<file path="config.mk">
export PLATFORM = sky130hd
export DESIGN_NAME = program_counter_ras
export DESIGN_NICKNAME = d
export VERILOG_FILES = /design/src/rtl/program_counter_ras.sv
export SDC_FILE = /design/constraint.sdc
export NUM_CORES = 1
export LEC_CHECK = 0
export BUFFER_PORTS_ARGS = -buffer_cell sky130_fd_sc_hd__clkbuf_2
export CORE_MARGIN = 5
export CORE_UTILIZATION = 55
export DETAILED_ROUTE_END_ITERATION = 6
export PLACE_DENSITY = 0.79
export SETUP_SLACK_MARGIN = 0.5
export SLEW_MARGIN = 20
export SYNTH_ARGS = -nofsm -noshare
export SYNTH_HDL_FRONTEND = slang
export SYNTH_SLANG_ARGS = --single-unit
</file>
<file path="constraint.sdc">
create_clock -name clk -period 10.2 [get_ports clk]
set_input_delay 2.04 -clock clk [delete_from_list [all_inputs] [get_ports clk]]
set_output_delay 2.04 -clock clk [all_outputs]
set_load 0.02 [all_outputs]
</file>
<file path="src/rtl/program_counter_ras.sv">
// program_counter_ras
//   MIPS program counter with next-PC selection (sequential, branch, jump,
//   jump-register, return prediction), pipeline stall hold, configurable reset
//   vector, program-space bounds/alignment fault detection and a small
//   circular return-address stack (RAS) serving jal/jr $ra.
//
// Ports
//   clk            system clock, rising edge
//   reset          asynchronous reset, active low
//   stall          hold PC and RAS this cycle
//   pc_src         conditional branch taken
//   Jump           j/jal
//   JumpReg        jr/jalr
//   Link           jal/jalr: push return address
//   ret            JumpReg is a return (jr $ra): use RAS prediction
//   Instr          current instruction, [25:0] is the jump index
//   sign_imm       sign-extended branch offset in words
//   reg_target     rs value for jr/jalr
//   PC             current program counter (instruction memory address)
//   pc_plus4       PC + 4 for link writeback
//   ras_empty      RAS holds no valid entries
//   ras_full       RAS holds RAS_DEPTH valid entries
//   addr_fault     one-cycle pulse: redirect out of range or misaligned
//   ras_underflow  one-cycle pulse: return with RAS empty
module program_counter_ras #(
  parameter int NUM_BITS_ADDR_BARRAMENTO = 32,
  parameter int NUM_BITS_ADDR_PROG       = 8,
  parameter logic [NUM_BITS_ADDR_BARRAMENTO-1:0] RESET_VECTOR = 32'h0,
  parameter int RAS_DEPTH                = 4
) (
  input  logic                                       clk,
  input  logic                                       reset,
  input  logic                                       stall,
  input  logic                                       pc_src,
  input  logic                                       Jump,
  input  logic                                       JumpReg,
  input  logic                                       Link,
  input  logic                                       ret,
  input  logic [31:0]                                Instr,
  input  logic signed [NUM_BITS_ADDR_BARRAMENTO-1:0] sign_imm,
  input  logic [NUM_BITS_ADDR_BARRAMENTO-1:0]        reg_target,
  output logic [NUM_BITS_ADDR_BARRAMENTO-1:0]        PC,
  output logic [NUM_BITS_ADDR_BARRAMENTO-1:0]        pc_plus4,
  output logic                                       ras_empty,
  output logic                                       ras_full,
  output logic                                       addr_fault,
  output logic                                       ras_underflow
);

  localparam int W     = NUM_BITS_ADDR_BARRAMENTO;
  localparam int PTR_W = $clog2(RAS_DEPTH);
  localparam int CNT_W = $clog2(RAS_DEPTH + 1);
  localparam logic [CNT_W-1:0] FULL_CNT = CNT_W'(RAS_DEPTH);

  // Address must be word aligned and inside the program space.
  function automatic logic out_of_bounds(input logic [W-1:0] a);
    out_of_bounds = (a[1:0] != 2'b00) || ((a >> NUM_BITS_ADDR_PROG) != '0);
  endfunction

  // Count saturates at the stack depth; a push when full overwrites the oldest.
  function automatic logic [CNT_W-1:0] sat_inc(input logic [CNT_W-1:0] c);
    sat_inc = (c == FULL_CNT) ? c : c + CNT_W'(1);
  endfunction

  logic [W-1:0]     pc_p0;
  logic [CNT_W-1:0] cnt_p0;
  logic [PTR_W-1:0] top_p0;   // next free slot; top entry sits one below
  logic [W-1:0]     ras_p0 [RAS_DEPTH];
  logic             fault_p0;
  logic             uflow_p0;

  logic [W-1:0] branch_target;
  logic [W-1:0] jump_target;
  logic [W-1:0] ras_top;
  logic [W-1:0] next_pc;
  logic         do_pop;
  logic         do_push;
  logic         uflow;
  logic         seq_path;
  logic         bad_addr;
  logic         unused_instr_bits;

  assign unused_instr_bits = ^Instr[31:26];

  assign pc_plus4      = pc_p0 + W'(4);
  assign branch_target = pc_plus4 + W'(sign_imm <<< 2);
  assign jump_target   = {pc_plus4[W-1:W-4], Instr[25:0], 2'b00};
  assign ras_top       = ras_p0[top_p0 - PTR_W'(1)];
  assign ras_empty     = (cnt_p0 == '0);
  assign ras_full      = (cnt_p0 == FULL_CNT);
  assign do_push       = Link && (Jump || JumpReg);
  assign bad_addr      = out_of_bounds(next_pc);

  always_comb begin
    next_pc  = pc_plus4;
    do_pop   = 1'b0;
    uflow    = 1'b0;
    seq_path = 1'b0;
    if (Jump) begin
      next_pc = jump_target;
    end else if (JumpReg && ret && !Link && !ras_empty) begin
      next_pc = ras_top;
      do_pop  = 1'b1;
    end else if (JumpReg) begin
      next_pc = reg_target;
      uflow   = ret && !Link;
    end else if (pc_src) begin
      next_pc = branch_target;
    end else begin
      seq_path = 1'b1;
    end
  end

  // ---- PC / RAS control register stage ----
  // A sequential step past the end of program space wraps to the reset
  // vector silently; any redirect landing outside it is a fault.
  always_ff @(posedge clk or negedge reset) begin
    if (!reset) begin
      pc_p0    <= RESET_VECTOR;
      cnt_p0   <= '0;
      top_p0   <= '0;
      fault_p0 <= 1'b0;
      uflow_p0 <= 1'b0;
    end else if (stall) begin
      fault_p0 <= 1'b0;
      uflow_p0 <= 1'b0;
    end else begin
      pc_p0    <= bad_addr ? RESET_VECTOR : next_pc;
      fault_p0 <= bad_addr && !seq_path;
      uflow_p0 <= uflow;
      if (do_push) begin
        top_p0 <= top_p0 + PTR_W'(1);
        cnt_p0 <= sat_inc(cnt_p0);
      end else if (do_pop) begin
        top_p0 <= top_p0 - PTR_W'(1);
        cnt_p0 <= cnt_p0 - CNT_W'(1);
      end
    end
  end

  // ---- RAS entry storage (data, not reset) ----
  always_ff @(posedge clk) begin
    if (!stall && do_push) begin
      ras_p0[top_p0] <= pc_plus4;
    end
  end

  assign PC            = pc_p0;
  assign addr_fault    = fault_p0;
  assign ras_underflow = uflow_p0;

endmodule

</file>
==> results.py <==
metrics = {
    "timing": {
        "timing.final.crit_share_pct": 57.2,
        "final_hold_viol_count": 0,
        "timing.setup.tns_ns": 0,
        "slew_headroom_pct": 20.8,
        "worstMarginPinSlew_ns": 1.18,
        "clock_skew_ns": 0.0114,
        "setup_viol": 0,
        "fin_crit_ns": 5.83,
        "fmax_mhz": 171,
        "maxSlewViolCount": 0,
        "rsz0062_at_grt": "no",
    },
    "clocking": {
        "ctsResizeCount": 0,
        "cts-root-buf": "clkbuf_16",
        "htree_levels": 4,
        "cts_max_path_buffers": 2,
        "clock_latency_ns": 0.43,
        "cts_buffers": 17,
        "cts_hold_buf": 0,
        "clk_pin_slew_ns": 0.07,
        "postCtsSetupBuffers": 0,
        "clock-sinks": 167,
        "cts_tree": "built",
    },
    "run_status": {
        "status": "finished, final reports clean",
    },
    "worst_setup_path": {
        "regToRegSetupSlack_ns": 4.37,
        "r2r-start": "PC[2]$_DFFE_PN0N_",
        "path_cells": "ha_1 > and4_1 > nand3_1 > inv_1 > and3_1 > xor2_1 > ha_1 > a21oi_1 > o211ai_1 > a21boi_1 > and4b_1 > o32ai_1 > or4_1 > nor4b_2 > o211ai_2 > nor3b_1",
        "regToRegEndpoint": "addr_fault$_DFF_PN0_",
        "reg2regPathDepth": 16,
        "worstPathRequired_ns": 10.48,
        "start_kind": "flop",
        "critical_path.most_common_cell": "ha_1",
        "slowest_stage": "xor2_1",
        "cp_data_arrival_time_ns": 6.11,
        "crit_fanout": 10,
        "critical-path-max-stage-delay_ns": 0.69,
        "path_buf_inv": 1,
        "crit_family": "simple AND/OR/NAND/NOR gates",
        "worstSetupPathType": "reg -> reg",
        "critPathCaptureType": "flop",
    },
    "floorplan": {
        "coreArea_um2": 17100,
        "num_rows": 48,
        "die_h_um": 141,
        "start_util_pct": 55.4,
        "pin_count": 172,
        "design.die.area_um2": 20000,
        "die_w_um": 141,
    },
    "synthesis": {
        "syn-cell-area_um2": 9490,
        "synth_top_cells_by_count": "128 x edfxtp_1, 70 x nand2_1, 51 x a21oi_1, 51 x nor2_1, 39 x dfrtp_1",
        "synth_top_area_share_pct": 40.5,
        "yosysSeqAreaShare_pct": 50.8,
        "yosysMostFrequentCell": "edfxtp_1",
        "synth-edff-count": 128,
        "yosys_register_bits": 167,
        "avgSynthCellArea_um2": 10.8,
        "ys_types": 81,
        "yosys_warnings": 0,
        "synth_flop_cell": "edfxtp_1",
        "yosys-top-cells-area": "edfxtp_1 41%, dfrtp_1 10%, ha_1 4.9%",
        "yosysTopAreaCell": "edfxtp_1",
        "ys_async_sr_fraction_pct": 23.4,
        "synth_nets": 1021,
        "synthCells": 878,
    },
    "power": {
        "p_leak_nw": 4.71,
        "p_sw_mw": 0.505,
        "p_seq_share_pct": 45.4,
        "swShare_pct": 28.7,
        "p_int_mw": 1.26,
        "ir_drop_uv": 146,
        "p_comb_share_pct": 17.8,
        "pwr-share-clk_pct": 36.9,
        "powerDensity_nw_per_um2": 158,
    },
    "placed_design": {
        "place_congestion": 0.974,
        "placed_area_um2": 10600,
        "port-buffer-count": 163,
        "dp_hpwl_um": 22000,
    },
    "run": {
        "maxCapViolCount": 0,
    },
    "worst_hold_path": {
        "hp-start": "cnt_p0[2]$_DFFE_PN0P_",
        "hold_class": "reg -> reg",
        "min_to": "cnt_p0[2]$_DFFE_PN0P_",
        "min_path_cells": 1,
    },
    "drt": {
        "ant_nets": 0,
        "drt-total-wl_um": 29900,
        "dr.pass1.iters": 5,
        "num_vias": 8220,
        "drc": 0,
        "drtIter0Drc": 799,
        "detail_route.vias_per_cell": 6.44,
        "wire_per_inst_um": 23.4,
    },
    "cells_and_area": {
        "design_area_um2": 11200,
        "area_delta_synth_final_pct": 17.8,
        "layout.nets": 1182,
        "drive_above_1_share_pct": 23.7,
        "antenna_cells": 0,
    },
    "global_route": {
        "grt_pass1_vias": 8051,
        "grt_start_max_net_pins": 47,
        "grt_overflow_total": 0,
        "grt_first_pass_wirelength_um": 45200,
        "antenna_found_initial": 0,
        "track_usage_pct": 29.9,
    },
}
## how the worst max path moves through the flow
stage | startpoint | slack (ns) | depth (start not counted) | end
detailed placement | pc_src | 4.13 | 11 | addr_fault$_DFF_PN0_
global route | PC[2]$_DFFE_PN0N_ | 4.07 | 16 | PC[4]$_DFFE_PN0N_
finish | PC[2]$_DFFE_PN0N_ | 4.37 | 16 | addr_fault$_DFF_PN0_
floorplan | sign_imm[14] | 5.31 | 11 | PC[2]$_DFFE_PN0N_
global placement | pc_src | 4.13 | 11 | addr_fault$_DFF_PN0_
CTS | PC[2]$_DFFE_PN0N_ | 4.46 | 16 | addr_fault$_DFF_PN0_
## per-stage QoR
stage	setup WS, ns	util (%)	power (mW)	std cells	hold WS, ns
after floorplan	5.31	-	1.01	878	0.449
after global placement	4.13	61.8	1.10	1245	0.466
after CTS	4.46	65.3	1.76	1277	0.512
final	4.37	65.3	1.76	1277	0.503
after global routing	4.07	65.3	1.83	1277	0.538
after detailed placement	4.13	61.8	1.12	1245	0.496
## flip-flops by register name, summed over array words and instances (netlist names)
| signal | cells |
|---|---|
| ras_p0 | 128 |
| PC | 32 |
| cnt_p0 | 3 |
| top_p0 | 2 |
| addr_fault | 1 |
| ras_underflow | 1 |
## cell usage in the layout, fill, tap and decap left out, types with 17 or more instances in the layout
| master | count |
|---|---|
| clkbuf_16 | 17 |
| dfrtp_1 | 39 |
| ha_1 | 37 |
| xnor2_1 | 18 |
| nand3_1 | 29 |
| nand4_1 | 27 |
| nor3_1 | 21 |
| nand2_1 | 70 |
| edfxtp_1 | 128 |
| o21ai_0 | 35 |
| clkbuf_2 | 162 |
| nor2_1 | 51 |
| buf_4 | 23 |
| a21oi_1 | 51 |
| inv_1 | 19 |
| xor2_1 | 21 |
| and2_1 | 34 |
| nor4_1 | 31 |
## area by class of cell
cell class / count / area [um^2]
Timing Repair Buffer: 186 / 988
Multi-Input combinational cell: 646 / 4420
Clock buffer: 18 / 429
Sequential cell: 167 / 4820
Tap cell: 225 / 282
Fill cell: 1346 / 5940
Clock inverter: 14 / 159
Inverter: 21 / 78.8
## cells by family after synthesis
kind of cell	Yosys count	share of synthesized area [%]
XOR/XNOR	39	3.60
AND/OR/NAND/NOR	327	18.5
adder cells (fa/ha/maj)	39	5.30
buffers and inverters	65	2.66
flip-flops	167	50.8
AO/OA/AOI/OAI	225	16.5
multiplexers	16	2.64
## power groups by stage
stage | logic [mW] | registers [mW] | clock network (mW)
after floorplan | 0.213 | 0.796 | 0
after global placement | 0.296 | 0.809 | 0
after detailed placement | 0.303 | 0.813 | 0
after CTS | 0.311 | 0.800 | 0.654
after global routing | 0.337 | 0.804 | 0.685
final | 0.313 | 0.799 | 0.649
## metal layers
layer	global-route usage, %	up-vias	routed length (um)
met2	48.9	440	14400
met5	0	-	0
li1	-	3738	-
met4	12.2	0	1110
met3	7.15	88	2650
met1	38.3	3954	11700
Note: power is estimated with default switching activity, not from simulation.
